### src/rtl/load_unit_pkg.sv
`default_nettype none
// ============================================================================
//  Module   : load_unit_pkg
//  Purpose  : Shared definitions for the byte-serial load unit: funct3 load
//             encodings, FSM state type, byte-count constants and small
//             decode helpers used by load_unit and load_extend.
//  Ports    : none (package)
//  Revision : 1.0  initial release
// ============================================================================
package load_unit_pkg;

   // funct3 load encodings
   localparam logic [2:0] c_F3_LB  = 3'b000;
   localparam logic [2:0] c_F3_LH  = 3'b001;
   localparam logic [2:0] c_F3_LW  = 3'b010;
   localparam logic [2:0] c_F3_LBU = 3'b100;
   localparam logic [2:0] c_F3_LHU = 3'b101;

   // Number of bytes fetched per access width
   localparam logic [2:0] c_BYTES_B    = 3'd1;
   localparam logic [2:0] c_BYTES_H    = 3'd2;
   localparam logic [2:0] c_BYTES_W    = 3'd4;
   localparam logic [2:0] c_BYTES_NONE = 3'd0;

   typedef enum logic [1:0] {
      ST_IDLE  = 2'd0,
      ST_FETCH = 2'd1,
      ST_WB    = 2'd2
   } state_e;

   // Byte count for a load type; zero marks an illegal funct3.
   function automatic logic [2:0] byte_count(input logic [2:0] funct3);
      logic [2:0] cnt;
      case (funct3)
         c_F3_LB, c_F3_LBU : cnt = c_BYTES_B;
         c_F3_LH, c_F3_LHU : cnt = c_BYTES_H;
         c_F3_LW           : cnt = c_BYTES_W;
         default           : cnt = c_BYTES_NONE;
      endcase
      return cnt;
   endfunction

   // Natural alignment check on the two low address bits.
   function automatic logic is_aligned(input logic [2:0] funct3,
                                       input logic [1:0] addr_lo);
      logic ok;
      case (funct3)
         c_F3_LH, c_F3_LHU : ok = (addr_lo[0] == 1'b0);
         c_F3_LW           : ok = (addr_lo == 2'b00);
         default           : ok = 1'b1;
      endcase
      return ok;
   endfunction

endpackage
`default_nettype wire

### src/rtl/load_unit_extend.sv
`default_nettype none
// ============================================================================
//  Module   : load_extend
//  Purpose  : Combinational width selection and sign/zero extension of the
//             assembled little-endian load data.
//  Ports    : funct3_i [2:0]  load type
//             data_i   [31:0] assembled bytes (byte i at bits 8i+7:8i)
//             value_o  [31:0] extended register write value
//  Revision : 1.0  initial release
// ============================================================================
module load_extend
   import load_unit_pkg::*;
(
   input  logic [2:0]  funct3_i,
   input  logic [31:0] data_i,
   output logic [31:0] value_o
);

   always_comb begin
      value_o = 32'd0;
      case (funct3_i)
         c_F3_LB  : value_o = {{24{data_i[7]}}, data_i[7:0]};
         c_F3_LH  : value_o = {{16{data_i[15]}}, data_i[15:0]};
         c_F3_LW  : value_o = data_i;
         c_F3_LBU : value_o = {24'd0, data_i[7:0]};
         c_F3_LHU : value_o = {16'd0, data_i[15:0]};
         default  : value_o = 32'd0;
      endcase
   end

endmodule
`default_nettype wire

### src/rtl/load_unit.sv
`default_nettype none
// ============================================================================
//  Module   : load_unit
//  Purpose  : Byte-serial load unit. Accepts a load request, reads 1/2/4
//             bytes one at a time from a byte-wide memory port, assembles
//             them little-endian, extends to 32 bits and writes the result
//             to the register file. Illegal or misaligned requests produce a
//             one-cycle load_error pulse instead.
//  Ports    : clk, rst            clock, asynchronous active-high reset
//             start_i/addr_i/funct3_i/rd_i   request (sampled when idle)
//             busy_o              unit occupied (FETCH and WB)
//             mem_req_o/mem_addr_o/mem_ack_i/mem_rdata_i   byte memory port
//             write_register_o/write_value_o/wr_en_o   register-file write
//             load_error_o        rejected-request pulse
//  Revision : 1.0  initial release
// ============================================================================
module load_unit
   import load_unit_pkg::*;
#(
   parameter int XLEN = 32
) (
   input  logic            clk,
   input  logic            rst,
   input  logic            start_i,
   input  logic [XLEN-1:0] addr_i,
   input  logic [2:0]      funct3_i,
   input  logic [3:0]      rd_i,
   output logic            busy_o,
   output logic            mem_req_o,
   output logic [XLEN-1:0] mem_addr_o,
   input  logic            mem_ack_i,
   input  logic [7:0]      mem_rdata_i,
   output logic [3:0]      write_register_o,
   output logic [XLEN-1:0] write_value_o,
   output logic            wr_en_o,
   output logic            load_error_o
);

   state_e            state_q, state_d;
   logic              busy_q, busy_d;
   logic              mem_req_q, mem_req_d;
   logic [XLEN-1:0]   mem_addr_q, mem_addr_d;
   logic [XLEN-1:0]   base_q, base_d;
   logic [1:0]        idx_q, idx_d;
   logic [1:0]        last_q, last_d;
   logic [2:0]        funct3_q, funct3_d;
   logic [3:0]        rd_q, rd_d;
   logic [31:0]       buf_q, buf_d;
   logic [3:0]        wreg_q, wreg_d;
   logic [XLEN-1:0]   wval_q, wval_d;
   logic              wr_en_q, wr_en_d;
   logic              load_error_q, load_error_d;

   logic [2:0]        w_count;
   logic              w_legal;
   logic [1:0]        w_idx_inc;
   logic [31:0]       w_buf_ins;
   logic [31:0]       w_ext;

   assign w_count   = byte_count(funct3_i);
   assign w_legal   = (w_count != c_BYTES_NONE) && is_aligned(funct3_i, addr_i[1:0]);
   assign w_idx_inc = idx_q + 2'd1;

   // Buffer with the incoming byte dropped into its little-endian lane.
   // Computed separately so the extender sees the final byte on the last
   // ack without a loop through the next-state block.
   always_comb begin
      w_buf_ins = buf_q;
      w_buf_ins[{idx_q, 3'b000} +: 8] = mem_rdata_i;
   end

   load_extend u_extend (
      .funct3_i (funct3_q),
      .data_i   (w_buf_ins),
      .value_o  (w_ext)
   );

   always_comb begin
      state_d      = state_q;
      busy_d       = busy_q;
      mem_req_d    = mem_req_q;
      mem_addr_d   = mem_addr_q;
      base_d       = base_q;
      idx_d        = idx_q;
      last_d       = last_q;
      funct3_d     = funct3_q;
      rd_d         = rd_q;
      buf_d        = buf_q;
      wreg_d       = wreg_q;
      wval_d       = wval_q;
      wr_en_d      = 1'b0;
      load_error_d = 1'b0;

      case (state_q)
         ST_IDLE: begin
            if (start_i) begin
               if (w_legal) begin
                  state_d    = ST_FETCH;
                  busy_d     = 1'b1;
                  mem_req_d  = 1'b1;
                  mem_addr_d = addr_i;
                  base_d     = addr_i;
                  idx_d      = 2'd0;
                  last_d     = 2'(w_count - 3'd1);
                  funct3_d   = funct3_i;
                  rd_d       = rd_i;
                  buf_d      = 32'd0;
               end else begin
                  load_error_d = 1'b1;
               end
            end
         end

         ST_FETCH: begin
            if (mem_req_q && mem_ack_i) begin
               buf_d = w_buf_ins;
               if (idx_q == last_q) begin
                  state_d   = ST_WB;
                  mem_req_d = 1'b0;
                  wreg_d    = rd_q;
                  wval_d    = w_ext;
                  // x0 is hard-wired zero, so the write is suppressed.
                  wr_en_d   = (rd_q != 4'd0);
               end else begin
                  idx_d      = w_idx_inc;
                  mem_addr_d = base_q + {{(XLEN-2){1'b0}}, w_idx_inc};
               end
            end
         end

         ST_WB: begin
            state_d = ST_IDLE;
            busy_d  = 1'b0;
         end

         default: begin
            state_d   = ST_IDLE;
            busy_d    = 1'b0;
            mem_req_d = 1'b0;
         end
      endcase
   end

   always_ff @(posedge clk or posedge rst) begin
      if (rst) begin
         state_q      <= ST_IDLE;
         busy_q       <= 1'b0;
         mem_req_q    <= 1'b0;
         mem_addr_q   <= '0;
         base_q       <= '0;
         idx_q        <= 2'd0;
         last_q       <= 2'd0;
         funct3_q     <= 3'd0;
         rd_q         <= 4'd0;
         buf_q        <= 32'd0;
         wreg_q       <= 4'd0;
         wval_q       <= '0;
         wr_en_q      <= 1'b0;
         load_error_q <= 1'b0;
      end else begin
         state_q      <= state_d;
         busy_q       <= busy_d;
         mem_req_q    <= mem_req_d;
         mem_addr_q   <= mem_addr_d;
         base_q       <= base_d;
         idx_q        <= idx_d;
         last_q       <= last_d;
         funct3_q     <= funct3_d;
         rd_q         <= rd_d;
         buf_q        <= buf_d;
         wreg_q       <= wreg_d;
         wval_q       <= wval_d;
         wr_en_q      <= wr_en_d;
         load_error_q <= load_error_d;
      end
   end

   assign busy_o           = busy_q;
   assign mem_req_o        = mem_req_q;
   assign mem_addr_o       = mem_addr_q;
   assign write_register_o = wreg_q;
   assign write_value_o    = wval_q;
   assign wr_en_o          = wr_en_q;
   assign load_error_o     = load_error_q;

endmodule
`default_nettype wire

### config.mk
export PLATFORM = sky130hd
export DESIGN_NAME = load_unit
export DESIGN_NICKNAME = d
export VERILOG_FILES = /design/src/rtl/load_unit_pkg.sv /design/src/rtl/load_unit_extend.sv /design/src/rtl/load_unit.sv
export SDC_FILE = /design/constraint.sdc
export NUM_CORES = 1
export LEC_CHECK = 0
export ABC_AREA = 1
export CAP_MARGIN = 25
export CORE_UTILIZATION = 40
export DETAILED_ROUTE_END_ITERATION = 8
export PLACE_DENSITY = 0.72
export REMOVE_ABC_BUFFERS = 1
export SLEW_MARGIN = 40
export SYNTH_ARGS = -nofsm -noshare
export SYNTH_HDL_FRONTEND = slang
export SYNTH_HIERARCHICAL = 1
export SYNTH_SLANG_ARGS = --single-unit
### constraint.sdc
create_clock -name clk -period 5.6 [get_ports clk]
set_input_delay 0.84 -clock clk [delete_from_list [all_inputs] [get_ports clk]]
set_output_delay 0.84 -clock clk [all_outputs]
set_load 0.01 [all_outputs]
==> impl_metrics.json <==
{
  "grt_usage_pct": 19.97,
  "place_hpwl_um": 13840,
  "grt_max_degree": 107,
  "power_switching_share_pct": 22.30,
  "ys_types": 36,
  "drt-pass1-iter-count": 5,
  "worstPathMaxFanout": 53,
  "p_leak_nw": 4.946,
  "grt_pass1_vias": 6867,
  "synth_enable_flop_cells": 0,
  "status": "completed",
  "p_comb_share_pct": 4.0,
  "avgViaCountPerCell": 4.894,
  "busiest_layer": "met2",
  "pwr_density_cell_nw_per_um2": 238.4,
  "die_h_um": 145.0,
  "final_cell_area_um2": 10090,
  "insertion_delay_ns": 0.43,
  "p_sw_mw": 0.5367,
  "ff2ff_path_depth": 8,
  "nets": 1275,
  "maxCapViolCount": 0,
  "seq_area_frac_synth_pct": 45.56,
  "tightest_slew_ns": 0.7210,
  "rr_startpoint": "state_q[1]",
  "r2r_slack_ns": 2.53,
  "crit_end": "mem_addr_o[28]",
  "hold_slack_ns": 0.4678,
  "htree_levels": 4,
  "synthesis.instances": 1119,
  "yosysMostFrequentCell": "nand2_1",
  "core-area_um2": 19780,
  "critical_path.max_stage_delay_ns": 0.69,
  "hold_path.startpoint": "write_value_o[26]",
  "gp_congestion": 0.8858,
  "yosysTopAreaCell": "dfrtp_1",
  "syn_area_um2": 8184,
  "grt_overflow_total": 0,
  "postCtsSetupBuffers": 0,
  "pwr-share-seq_pct": 44.8,
  "crit_path_end_kind": "flop",
  "vias": 7307,
  "setup_violations": 0,
  "slew_headroom_pct": 51.93,
  "postCtsHoldBufs": 0,
  "use_met1_pct": 25.81,
  "arrival_ns": 3.43,
  "crit_path_top_delay_cell": "clkinv_2",
  "clockBufferDepth": 2,
  "fin_skew_ns": 0.008750,
  "path_cells": "inv_2, nand2_2, clkinv_2, nand2_1, nand3_4, nor2_1, nand2_1, nand2_1",
  "drt_first_iter_violations": 571,
  "synth_top_area_share_pct": 45.56,
  "min_path_type": "reg -> reg",
  "cts-resized-gates": 0,
  "met3_usage_pct": 3.774,
  "antenna_found_initial": 0,
  "post-place-ws_ns": 2.630,
  "setup-tns-final_ns": 0,
  "cts_made_buffers": 17,
  "reg2reg_to": "mem_addr_o[28]",
  "route.detailed.drc": 0,
  "area_delta_synth_final_pct": 23.35,
  "drive_gt1_share_pct": 7.736,
  "min_period_over_period_pct": 54.78,
  "layout_setup_ws_ns": 2.532,
  "max_freq_mhz": 326.0,
  "fin_crit_ns": 3.068,
  "fin_total_pwr_mw": 2.407,
  "cp-start-kind": "flop",
  "num_rows": 51,
  "pwr-share-clk_pct": 51.2,
  "ys_async_sr_fraction_pct": 100.0,
  "clock-sinks": 149,
  "synth_ff_type": "dfrtp_1",
  "synth_commonest_cells": "nand2_1 (456), dfrtp_1 (149), inv_1 (114), nor2_1 (89), nand3_1 (68)",
  "pin_count": 123,
  "p_int_mw": 1.870,
  "rsz0062_at_grt": "no",
  "yosys-top-cells-area": "dfrtp_1 (46%), nand2_1 (21%), inv_1 (5.2%)",
  "critPathKind": "reg -> reg",
  "wl_per_cell_um": 13.61,
  "antenna_cells": 0,
  "yosysWarnings": 6,
  "crit_start": "state_q[1]",
  "die_w_um": 145.0,
  "worst-endpoint-required_ns": 5.96,
  "hold_violations": 0,
  "place_area_um2": 9459,
  "portBuffers": 122,
  "ys_seq_elements": 149,
  "synth_area_per_cell_um2": 7.314,
  "drtAntennaViolNets": 0,
  "die_area_um2": 21040,
  "cts_tree": "built",
  "wl_um": 20310,
  "grt_pass1_wl_um": 33770,
  "maxSlewViolCount": 0,
  "ir_drop_mv": 0.1847,
  "cts-root-buf": "clkbuf_16",
  "cp_common_cell": "nand2_1",
  "clk_pin_slew_ns": 0.06,
  "floorplan.initialDensity_pct": 41.37,
  "grt_use_met2_pct": 32.50
}
==> registers in the layout, summed over array words and instances (netlist names) <==
name              flops
base_q               32
buf_q                32
busy_o                1
funct3_q              3
idx_q                 2
last_q                2
load_error_o          1
mem_addr_o           32
mem_req_o             1
rd_q                  4
state_q               2
wr_en_o               1
write_register_o      4
write_value_o        32
==> metal layers <==
| layer | share of wire (%) | up-vias |
|---|---|---|
| met3 | 5.1 | 51 |
| li1 | - | 3678 |
| met5 | 0 | - |
| met1 | 45 | 3354 |
| met2 | 47 | 224 |
| met4 | 3.0 | 0 |
==> stage by stage <==
stage | cells | utilization (%)
after floorplan | 1070 | -
after global routing | 1493 | 51.03
after detailed placement | 1461 | 47.82
after global placement | 1461 | 47.75
final | 1493 | 51.03
after CTS | 1493 | 51.00
==> cell type report <==
type	instances	area [µm²]
Clock buffer	17	425.4
Tap cell	265	331.6
Inverter	121	473.0
Fill cell	1928	9687
Timing Repair Buffer	126	1251
Multi-Input combinational cell	800	3680
Sequential cell	149	3730
Clock inverter	15	203.9
==> layout by cell type (no fill, tap or decap), drive strengths merged <==
| master | instances |
|---|---|
| nand2 | 466 |
| dfrtp | 149 |
| clkdlybuf4s50 | 122 |
| inv | 121 |
| nor2 | 109 |
| nand3 | 81 |
| o21ai | 58 |
| o22ai | 32 |
| a21oi | 23 |
| clkbuf | 17 |
| clkinv | 10 |
| ha | 8 |
| nand3b | 7 |
| o21bai | 4 |
| bufinv | 4 |
| buf | 4 |
| nand4 | 4 |
| xnor2 | 1 |
| or2 | 1 |
| a22oi | 1 |
| xor2 | 1 |
| a31oi | 1 |
| nor3 | 1 |
| nor4 | 1 |
| fa | 1 |
| clkinvlp | 1 |
==> power groups by stage <==
stage,combinational [mW],sequential [mW],clock [mW]
after floorplan,0.0405,1.10,0
after global placement,0.0973,1.10,0
after detailed placement,0.0980,1.10,0
after CTS,0.0987,1.08,1.25
after global routing,0.107,1.08,1.30
final,0.0967,1.08,1.23
==> how the worst min path moves through the flow <==
stage	end	cells after the start
2_1_floorplan	buf_q[0]	2
3_3_place_gp	write_value_o[3]	2
3_5_place_dp	buf_q[12]	2
4_1_cts	buf_q[30]	2
5_1_grt	write_value_o[10]	2
6_report	write_value_o[26]	2
==> cell families after synthesis <==
kind of cell / Yosys count / synth area share [%]
simple gates: 670 / 34.98
buf+inv: 170 / 9.662
flops: 149 / 45.56
compound gates: 119 / 8.118
fa+ha+maj: 9 / 1.468
xor+xnor: 2 / 0.2141
==> worst max-delay path, delay by kind of cell, from the launching register on <==
family                 cells  cell delay (ns)
buffers and inverters      2             0.77
AND/OR/NAND/NOR            6             1.78
flip-flops                 1             0.40
No activity file was read; power rests on OpenSTA's default activity.
